<file path="src/rtl/bowl_scorekeeper.sv">
// bowl_scorekeeper: ten-pin frame/ball/rack tracking with strike/spare bonus scoring
// Ports: CLOCK_50 clock, resetn async active-low reset; throw_valid/throw_pins/throw_ready
// throw handshake (one throw per 3 cycles); total_score, frame, ball, pins_up game state;
// strike, spare, rack_reset, round_reset one-cycle pulses; game_over level until reset.
// SCORE_HISTORY_EN adds hist_sel (frame number 1..NUM_FRAMES) and hist_score, the
// cumulative score at the end of that frame including bonuses landed since.
module bowl_scorekeeper #(
  parameter int NUM_FRAMES = 10,
  parameter int PINS = 10,
  parameter int SCORE_W = 9
) (
  input  logic               CLOCK_50,
  input  logic               resetn,
  input  logic               throw_valid,
  input  logic [3:0]         throw_pins,
`ifdef SCORE_HISTORY_EN
  input  logic [3:0]         hist_sel,
  output logic [SCORE_W-1:0] hist_score,
`endif
  output logic               throw_ready,
  output logic [SCORE_W-1:0] total_score,
  output logic [3:0]         frame,
  output logic [1:0]         ball,
  output logic [3:0]         pins_up,
  output logic               strike,
  output logic               spare,
  output logic               rack_reset,
  output logic               round_reset,
  output logic               game_over
);
  typedef enum logic [1:0] {IDLE, CAPTURE, UPDATE, DONE} state_t;
  localparam logic [3:0] P = 4'(PINS);
  localparam logic [3:0] NF = 4'(NUM_FRAMES);
  state_t state;
  logic [3:0] raw_q, p_q;
  // ba: bonus unit carried from the strike two rolls back, bc: from the mark on the
  // previous roll; together they form the current roll's bonus weight. bb is the
  // pending second unit of the latest strike.
  logic tenth_x, ba, bc, bb;
  logic last, fill, clear, is_strike, is_spare, mark, frame_end, game_end, rack;
  logic [1:0] w;
  logic [5:0] prod;
  logic [SCORE_W-1:0] new_total;

  function automatic logic [SCORE_W-1:0] sat_add(input logic [SCORE_W-1:0] a, input logic [5:0] b);
    logic [SCORE_W:0] s;
    s = {1'b0, a} + {{(SCORE_W-5){1'b0}}, b};
    return s[SCORE_W] ? '1 : s[SCORE_W-1:0];
  endfunction

  assign last = frame == NF;
  // tenth_x marks a strike on the first ball of the final frame; both later balls are fills
  assign fill = last && (ball == 2'd2 || (ball == 2'd1 && tenth_x));
  assign clear = p_q == pins_up;
  // clearing a full rack on the second ball of a normal frame (after a 0) is a spare
  assign is_strike = clear && pins_up == P && (ball == 2'd0 || fill);
  assign is_spare = clear && !is_strike;
  assign mark = (is_strike || is_spare) && !fill;
  assign w = {1'b0, !fill} + {1'b0, ba} + {1'b0, bc};
  assign prod = {2'b0, p_q} * {4'b0, w};
  assign new_total = sat_add(total_score, prod);
  assign frame_end = !last && (ball != 2'd0 || is_strike);
  assign game_end = last && (ball == 2'd2 || (ball == 2'd1 && !tenth_x && !clear));
  assign rack = frame_end || (last && clear);

  always_ff @(posedge CLOCK_50 or negedge resetn)
    if (!resetn) begin
      state <= IDLE;
      throw_ready <= 1'b1;
      raw_q <= '0;
      p_q <= '0;
      total_score <= '0;
      frame <= 4'd1;
      ball <= '0;
      pins_up <= P;
      {tenth_x, ba, bc, bb} <= '0;
      {strike, spare, rack_reset, round_reset, game_over} <= '0;
    end else begin
      {strike, spare, rack_reset, round_reset} <= '0;
      case (state)
        IDLE: if (throw_valid) begin
          raw_q <= throw_pins;
          throw_ready <= 1'b0;
          state <= CAPTURE;
        end
        CAPTURE: begin
          p_q <= raw_q > pins_up ? pins_up : raw_q;
          state <= UPDATE;
        end
        UPDATE: begin
          total_score <= new_total;
          frame <= frame_end ? frame + 4'd1 : frame;
          ball <= frame_end ? 2'd0 : game_end ? ball : ball + 2'd1;
          pins_up <= rack ? P : pins_up - p_q;
          tenth_x <= tenth_x || (last && ball == 2'd0 && is_strike);
          ba <= bb;
          bc <= mark;
          bb <= is_strike && !fill;
          strike <= is_strike;
          spare <= is_spare;
          rack_reset <= rack;
          round_reset <= frame_end;
          game_over <= game_end;
          throw_ready <= !game_end;
          state <= game_end ? DONE : IDLE;
        end
        default: ;
      endcase
    end

`ifdef SCORE_HISTORY_EN
  logic [SCORE_W-1:0] hist [NUM_FRAMES];
  // frame that owns each pending bonus unit; a landing unit raises every recorded
  // frame from its owner onward
  logic [3:0] oa, oc, ob;

  function automatic logic [5:0] late_bonus(input logic [3:0] f);
    return {2'b0, p_q} * ({5'b0, ba && f >= oa} + {5'b0, bc && f >= oc});
  endfunction

  always_ff @(posedge CLOCK_50 or negedge resetn)
    if (!resetn) begin
      for (int i = 0; i < NUM_FRAMES; i++) hist[i] <= '0;
      {oa, oc, ob} <= '0;
    end else if (state == UPDATE) begin
      {oa, oc, ob} <= {ob, frame, frame};
      for (int i = 0; i < NUM_FRAMES; i++)
        if (4'(i + 1) == frame && (frame_end || game_end)) hist[i] <= new_total;
        else if (4'(i + 1) < frame) hist[i] <= sat_add(hist[i], late_bonus(4'(i + 1)));
    end

  assign hist_score = (hist_sel != 4'd0 && hist_sel <= NF) ? hist[hist_sel - 4'd1] : '0;
`endif
endmodule
</file>
<file path="config.mk">
export PLATFORM = sky130hd
export DESIGN_NAME = bowl_scorekeeper
export DESIGN_NICKNAME = d
export VERILOG_FILES = /design/src/rtl/bowl_scorekeeper.sv
export SDC_FILE = /design/constraint.sdc
export NUM_CORES = 1
export LEC_CHECK = 0
export ABC_AREA = 1
export BUFFER_PORTS_ARGS = -buffer_cell sky130_fd_sc_hd__buf_2
export CAP_MARGIN = 10
export CORE_MARGIN = 4
export CORE_UTILIZATION = 50
export DETAILED_ROUTE_END_ITERATION = 10
export PLACE_DENSITY = 0.84
export SYNTH_ARGS = -nofsm -noshare
export SYNTH_HDL_FRONTEND = slang
export SYNTH_SLANG_ARGS = --single-unit
</file>
<file path="constraint.sdc">
create_clock -name CLOCK_50 -period 3.4 [get_ports CLOCK_50]
set_input_delay 0.34 -clock CLOCK_50 [delete_from_list [all_inputs] [get_ports CLOCK_50]]
set_output_delay 0.34 -clock CLOCK_50 [all_outputs]
set_load 0.02 [all_outputs]
</file>
==> results.ini, run 1 <==
[critical_path]
timing.rr.start = frame[0]
path_max_fanout = 4
startpoint_type = flip-flop
r2r_end = total_score[0]
cp-end-kind = flip-flop
crit_type = reg2reg
r2r_slack_ns = 0.09
worstPathArrival_ns = 3.49
reg2regPathDepth = 15
required_ns = 3.58

[global_route]
track_usage = 0.186
grt_pass1_wl_um = 9160
grt_max_degree = 40
grt_overflow = 0
antenna_found_initial = 0
grt_pass1_vias = 2121

[sta]
maxSlewHeadroom = 0.425
setup_slack_ns = 0.0889
hold_viol = 0
fin_tns_setup_ns = 0
grt_setup_unrepaired = true
clock_skew_ns = 0.00632
worstMarginPinSlew_ns = 0.862
fin_crit_sh = 0.974
setup_violations = 0
drv_slew = 0
period_minus_slack_ns = 3.31
fmax_mhz = 302

[floorplanning]
die-area_um2 = 6160
die_h_um = 78.5
core_um2 = 4750
start_util = 0.522
die-width_um = 78.5
io_pins = 32
placementRows = 25

[clock_tree]
cts_buffer_depth = 2
postCtsHoldBufs = 0
cts_buffers = 5
cts_tree = yes
clk_pin_slew_ns = 0.07
clock_latency_ns = 0.29
cts_sinks = 39
htreeDepth = 2
cts_root_buf = clkbuf_8

[placed_design]
dp_hpwl_um = 3880
port_buffers = 31
place_ws_ns = -0.0575
dp.cells = 408
gp_congestion = 0.886

[synth]
synthesis.nets = 345
syn_area_per_cell_um2 = 8.01
syn_area_um2 = 2480
synth-edff-count = 0
async_reset_ff_frac = 1.00
synth.distinct_cells = 29
ys.flop_type = dfrtp_1
yosysSeqAreaShare = 0.395
netlist_instances = 310
ys_ff_latch = 39
ys.warnings.count = 0

[outcome]
status = complete, no violations

[worst_hold_path]
hp-class = in2async

[final_layout]
drive_gt1_frac = 0.244
fillers = 448
num_antenna_cells = 0
instances_no_fill = 419
area.growth.synth_to_final_pct = 18.5
final_nets = 386

[power]
cellPowerDensity_nw_per_um2 = 1000
leakagePower_nw = 1.57
irDropWorstVdd_v = 0.000486

[drt]
drt_iter0_markers = 122
ant_nets = 0
viasPerCell = 5.05
avgRoutedWirePerCell_um = 12.4
dr.pass1.iters = 4
routed_wl_um = 5190
vias = 2115
drc = 0

[job]
cap_violations = 0

==> cell usage after synthesis (all sizes together) (2+ instances only) <==
library cell	number	area [um^2]
nand2	91	357
inv	47	176
dfrtp	35	876
nor2	28	128
nand3	27	153
ha	22	275
o21ai	16	91.3
a21oi	13	65.1
fa	6	120
dfstp	4	105
nand4	4	25.0
or2	3	18.8
xor2	3	26.3
clkbuf	2	7.51
clkinv	2	8.75
xnor2	2	17.5
==> layout by cell type, fill, tap and decap left out, drive strengths merged, types with 4 or more instances in the layout <==
master / n
nand4: 4
o21ai: 16
nand3: 27
fa: 6
nor2: 28
clkbuf: 8
dfstp: 4
ha: 22
a21oi: 13
nand2: 91
inv: 47
buf: 37
dfrtp: 35
==> layer usage <==
layer / vias to the layer above / global-route usage / routed length (um)
met3: 12 / 0.0401 / 208
met1: 999 / 0.219 / 2150
li1: 1056 / - / -
met2: 48 / 0.325 / 2730
met4: 0 / 0.0839 / 98
met5: - / 0 / 0
==> worst max-delay path, stage by stage (launching register included) <==
cell	delay, ns
dfstp_2	0.54
inv_1	0.06
ha_2	0.19
nand2_4	0.07
nor2_4	0.05
fa_2	0.45
or2_2	0.32
fa_1	0.48
inv_1	0.07
fa_2	0.40
nand3_1	0.09
nand2_1	0.09
nand3_2	0.11
nand3_2	0.12
nor2_1	0.13
nor2_1	0.05
==> state kept, by name, indices dropped and copies added (netlist names) <==
name	count
raw_q	4
total_score	9
state	2
throw_ready	1
frame	4
ba	1
game_over	1
bb	1
tenth_x	1
strike	1
rack_reset	1
pins_up	4
spare	1
ball	2
bc	1
round_reset	1
p_q	4
==> cell type report <==
class                           count  area (um^2)  area share
Tap cell                           67         83.8      0.0285
Sequential cell                    39          983       0.334
Timing Repair Buffer               37          200      0.0680
Multi-Input combinational cell    219         1390       0.472
Inverter                           49          185      0.0629
Clock buffer                        8          100      0.0340
==> what timing repair did <==
action / 4_1_cts / 5_1_grt
pin swaps: 2 / 6
endpoints found under the setup margin: 5 / 8
gates resized for setup: 3 / 16
setup buffers: 0 / 3
==> cells by family after synthesis <==
group	Yosys count	synth area share
buffers and inverters	52	0.0796
AOI/OAI and AO/OA	32	0.0715
adders and majority gates	28	0.159
and+or+nand+nor	154	0.277
xor gates and xnor gates	5	0.0176
DFF	39	0.395
==> power breakdown <==
group	internal (mW)	switching, mW
Sequential	0.647	0.153
Clock	0.185	0.157
Combinational	0.702	1.11
Total	1.53	1.42
==> how the worst max path moves through the flow <==
stage	from	to	cells past startpoint
global route	frame[0]	total_score[7]	16
detailed placement	ball[1]	total_score[2]	15
floorplan	frame[0]	total_score[2]	15
CTS	frame[0]	total_score[2]	15
finish	frame[0]	total_score[0]	15
global placement	ball[0]	total_score[2]	14
==> through the flow <==
stage               hold WS, ns   util  power, mW  instance area [um^2]
CTS                       0.182  0.600       2.84                  2850
global placement          0.463  0.577       2.39                  2750
detailed placement        0.470  0.577       2.46                  2750
floorplan                0.0444      -       2.06                  2500
global route              0.228  0.619       3.27                  2940
finish                    0.156  0.619       2.95                  2940
Note: power is estimated with default switching activity, not from simulation.
==> inputs of run 2 (changes only) <==
==> constraint.sdc (replaced) <==
create_clock -name CLOCK_50 -period 2.7 [get_ports CLOCK_50]
set_input_delay 0.27 -clock CLOCK_50 [delete_from_list [all_inputs] [get_ports CLOCK_50]]
set_output_delay 0.27 -clock CLOCK_50 [all_outputs]
set_load 0.02 [all_outputs]
==> run 2 against run 1 <==
  * The flow now finishes with violations (setup timing)
  * Clock power rose by 68%
  * Critical path type unchanged
  * Sequential power rose by 25%
  * Highest routed layer unchanged
  * First-iteration DRC count grew 9.0%
  * Design area is 5.9% higher
  * Largest cell class unchanged
  * Count of clock-buffer cells in the layout down 2
  * Sequential share of layout area down 1.9 points
  * Fmax is 3.8% higher
==> results.ini, run 2 (synthesis gave the netlist of run 1 again) <==
[sta]
grt_setup_unrepaired = true
worstMarginPinSlew_ns = 0.866
setup_violations = 9
clock_skew_ns = 0.00428
maxSlewHeadroom = 0.423
hold_viol = 0
fin_tns_setup_ns = -4.22
setup_slack_ns = -0.490
period_minus_slack_ns = 3.19
fin_crit_sh = 1.18
drv_slew = 0
fmax_mhz = 313

[critical_path]
timing.rr.start = frame[0]
path_max_fanout = 4
critPathSlowestCell = dfstp_2
path_cells = inv_2, ha_4, nand2_4, nor2_4, fa_2, buf_6, nor2_2, fa_1, ha_2, fa_2, nand3_2, nand2_2, nand3_2, nand3_2, nor2_1, nor2_1
reg2regPathDepth = 16
r2r_end = total_score[0]
crit_top_cell = nand3_2
crit_type = reg2reg
worstPathArrival_ns = 3.38
cp-end-kind = flip-flop
r2r_slack_ns = -0.49
cp_slowest_stage_delay_ns = 0.54
required_ns = 2.89
startpoint_type = flip-flop

[power]
p_clk_frac = 0.140
leakagePower_nw = 1.67
cellInternalPower_mw = 2.23
swShare = 0.457
p_seq_frac = 0.244
irDropWorstVdd_v = 0.000577
power_frac_comb = 0.617
p_sw_mw = 1.88
cellPowerDensity_nw_per_um2 = 1320

[placed_design]
port_buffers = 31
gp_congestion = 0.929
dp_hpwl_um = 4160
dp.cells = 422

[clock_tree]
cts_tree = yes
htreeDepth = 2
cts_buffers = 5
postCtsHoldBufs = 0
cts_root_buf = clkbuf_8
cts_sinks = 39
cts_buffer_depth = 2
clk_pin_slew_ns = 0.07
clock_latency_ns = 0.29

[worst_hold_path]
hp-class = in2async

[outcome]
violations = setup timing
status = complete, but fails checks

[job]
cap_violations = 0

[final_layout]
num_antenna_cells = 0
instances_no_fill = 434
mostFrequentLayoutCell = nand2_1
top_register = total_score
area.growth.synth_to_final_pct = 25.4
final_util = 0.655
drive_gt1_frac = 0.292
most-common-layout-cells = nand2_1, inv_1, dfrtp_1, buf_2
largest_reg_flops = 9
final_nets = 401

[floorplanning]
placementRows = 25
die-width_um = 78.5
start_util = 0.522
io_pins = 32
die_h_um = 78.5
core_um2 = 4750
die-area_um2 = 6160

[drt]
viasPerCell = 4.95
vias = 2147
avgRoutedWirePerCell_um = 12.6
ant_nets = 0
drc = 0
routed_wl_um = 5470
drt_iter0_markers = 133
dr.pass1.iters = 4

[global_route]
grt_max_degree = 40
grt_overflow = 0
antenna_found_initial = 0
grt_pass1_vias = 2119
grt_pass1_wl_um = 9270
track_usage = 0.191

[run 2: changes by cell type in the layout (fill, tap and decap cells not counted), sizes merged]
| cell | before | now |
|---|---|---|
| bufinv | 0 | 2 |
| clkbuf | 8 | 6 |
| buf | 37 | 52 |
[run 2: power by group through the flow]
| stage | Combinational, mW | Clock, mW | Sequential (mW) |
|---|---|---|---|
| after floorplan | 1.52 | 0 | 1.13 |
| after global placement | 2.25 | 0 | 0.986 |
| after detailed placement | 2.36 | 0 | 0.995 |
| after CTS | 2.44 | 0.585 | 0.998 |
| after global routing | 2.85 | 0.608 | 1.03 |
| final | 2.53 | 0.573 | 1.00 |
[run 2: area by class of cell]
cell class                 count  area (um^2)
fill                         402         1640
inverter                      49          185
sequential                    39          983
clock inverter                 2         60.1
timing repair buffer          52          317
multi-input combinational    219         1410
tap                           67         83.8
clock buffer                   6         72.6
[run 2: through the flow]
stage                     hold slack (ns)  total power, mW  cell area, um^2  setup WS, ns
after detailed placement            0.440             3.35             2890        -0.568
after floorplan                   -0.0256             2.65             2540        -0.517
final                              0.0862             4.11             3120        -0.490
after global routing                0.153             4.49             3120        -0.644
after global placement              0.428             3.23             2890        -0.448
after CTS                           0.112             4.03             3090        -0.492
[run 2: per-layer routing]
metal | track usage | vias up | share of wire
li1 | - | 1085 | -
met1 | 0.215 | 998 | 0.42
met2 | 0.349 | 53 | 0.52
met3 | 0.0413 | 11 | 0.039
met4 | 0.0734 | 0 | 0.022
met5 | 0 | - | 0
[run 2: how the worst max path moves through the flow]
stage / startpoint / endpoint / cells past startpoint
finish: frame[0] / total_score[0] / 16
global route: frame[0] / total_score[2] / 16
CTS: frame[0] / total_score[2] / 16
detailed placement: ball[1] / total_score[2] / 15
global placement: ball[0] / total_score[2] / 14
floorplan: frame[0] / total_score[2] / 15
[run 2: what timing repair did]
item                                    in CTS  in global routing
pin swaps                                    6                  3
gates resized for setup                     10                  5
endpoints found under the setup margin       9                  9
buffers inserted                             3                  1
[run 2: worst max-delay path: cells and delay by family, from the launching register on]
kind / cells / cell delay [ns]
AND/OR/NAND/NOR: 9 / 0.69
buffers and inverters: 2 / 0.15
adder cells (fa/ha/maj): 5 / 1.70
flip-flops: 1 / 0.54
==> inputs of run 3 (changes only) <==
--- a/config.mk
+++ b/config.mk
@@ -11,7 +11,8 @@
 export CORE_MARGIN = 4
 export CORE_UTILIZATION = 50
 export DETAILED_ROUTE_END_ITERATION = 10
-export PLACE_DENSITY = 0.84
+export PLACE_DENSITY = 0.82
+export SKIP_LAST_GASP = 1
 export SYNTH_ARGS = -nofsm -noshare
 export SYNTH_HDL_FRONTEND = slang
 export SYNTH_SLANG_ARGS = --single-unit
==> constraint.sdc (replaced) <==
create_clock -name CLOCK_50 -period 3.4 [get_ports CLOCK_50]
set_input_delay 0.34 -clock CLOCK_50 [delete_from_list [all_inputs] [get_ports CLOCK_50]]
set_output_delay 0.34 -clock CLOCK_50 [all_outputs]
set_load 0.02 [all_outputs]
==> run 3 against run 2 <==
  * The run now ends clean
  * Via count fell by 0.75%
  * Design area fell by 6.0%
  * Setup slack improved by 0.62 ns
  * Die area did not move
  * Global-route usage fell by 0.90 points
  * Worst hold slack improved by 0.076 ns
  * Fmax fell by 2.5%
  * Critical path type unchanged
  * Highest routed layer unchanged
==> results.ini, run 3 (synthesis gave the netlist of run 1 again) <==
[critical_path]
cp-end-kind = flip-flop
path_max_fanout = 4
worstPathArrival_ns = 3.45
crit_type = reg2reg
r2r_slack_ns = 0.13
startpoint_type = flip-flop
required_ns = 3.58
reg2regPathDepth = 15

[sta]
grt_setup_unrepaired = true
setup_violations = 0
maxSlewHeadroom = 0.416
fin_tns_setup_ns = 0
fin_crit_sh = 0.962
period_minus_slack_ns = 3.27
clock_skew_ns = 0.00529
fmax_mhz = 306
hold_viol = 0
worstMarginPinSlew_ns = 0.876
drv_slew = 0

[clock_tree]
clock_latency_ns = 0.30
htreeDepth = 2
cts_buffer_depth = 2
cts_tree = yes
cts_sinks = 39
cts_buffers = 5
cts_root_buf = clkbuf_8
clk_pin_slew_ns = 0.07

[floorplanning]
die_h_um = 78.5
start_util = 0.522
core_um2 = 4750
die-width_um = 78.5
placementRows = 25
die-area_um2 = 6160
io_pins = 32

[drt]
viasPerCell = 5.06
drc = 0
dr.pass1.iters = 4
ant_nets = 0
vias = 2131
drt_iter0_markers = 160
routed_wl_um = 5200
avgRoutedWirePerCell_um = 12.4

[placed_design]
gp_congestion = 0.886
dp_hpwl_um = 3870
port_buffers = 31
dpl_cell_area_um2 = 2750

[final_layout]
drive_gt1_frac = 0.251
area.growth.synth_to_final_pct = 17.9
num_antenna_cells = 0
mostFrequentLayoutCell = nand2_1
final_nets = 388
final_util = 0.616
largest_reg_flops = 9
top_register = total_score
most-common-layout-cells = nand2_1, inv_1, dfrtp_1, buf_2
final_area_um2 = 2930

[global_route]
grt_overflow = 0
antenna_found_initial = 0
grt_pass1_wl_um = 8990
grt_pass1_vias = 2127
track_usage = 0.182
grt_max_degree = 40

[power]
leakagePower_nw = 1.58
total_power_mw = 2.91
irDropWorstVdd_v = 0.000506
cellPowerDensity_nw_per_um2 = 995

[outcome]
status = complete, no violations

[worst_hold_path]
hp-class = in2async

[job]
cap_violations = 0

[run 3: cell count changes in the layout (fill, tap and decap cells not counted), moves of 2 or more]
cell | before | now
bufinv_16 | 2 | 0
clkbuf_8 | 5 | 7
ha_2 | 1 | 4
ha_4 | 3 | 0
inv_2 | 6 | 3
inv_1 | 41 | 44
buf_4 | 20 | 8
[run 3: cell type report]
type,count,area [um^2]
clock buffers,7,96.3
inverters,49,185
multi-input cells,219,1360
repair buffers,39,215
clock inverters,1,7.51
well taps,67,83.8
fillers,457,1830
flip-flops and latches,39,983
[run 3: path summary, 6_finish.rpt]
kind / endpoint / from
hold reg to reg: throw_ready / throw_ready
hold / removal: total_score[5] / resetn
min in group CLOCK_50: raw_q[0] / throw_pins[0]
setup reg to reg: total_score[2] / ball[0]
setup / recovery: total_score[2] / ball[0]
max in group asynchronous: ball[0] / resetn
[run 3: what timing repair did]
item | 4_1_cts | 5_1_grt
gates cloned | 0 | 0
gates resized for setup | 1 | 14
pin swaps | 0 | 3
hold buffers | 0 | 0
setup buffers | 0 | 4
setup endpoints to repair | 3 | 9
[run 3: metrics by stage]
stage	hold slack (ns)	std cells	setup slack, ns
finish	0.162	421	0.129
global route	0.224	421	-0.0811
CTS	0.185	417	0.0210
detailed placement	0.466	409	0.0116
global placement	0.466	409	0.109
floorplan	0.0444	310	0.0327
[run 3: worst max-delay path, stage by stage, from the launching register on]
cell and delay (ns):
dfrtp_2 0.42, inv_1 0.10, ha_2 0.21, a21oi_2 0.05, nor2_4 0.12, fa_2 0.48
or2_2 0.32, fa_1 0.48, inv_1 0.07, fa_2 0.34, nand3_1 0.11, nand2_2 0.08
nand3_2 0.10, nand2_2 0.08, o21ai_1 0.11, o21ai_0 0.08
[run 3: per-layer routing]
metal,wire length (um),track usage,share of wire,vias to the layer above
met1,2270,0.212,0.44,1011
met4,112,0.0682,0.022,0
met5,0,0,0,-
met2,2620,0.324,0.50,49
met3,203,0.0401,0.039,12
li1,-,-,-,1059
[run 3: power by group]
part,internal [mW],switching (mW)
registers,0.647,0.145
clock network,0.184,0.165
logic,0.674,1.10
total,1.51,1.41
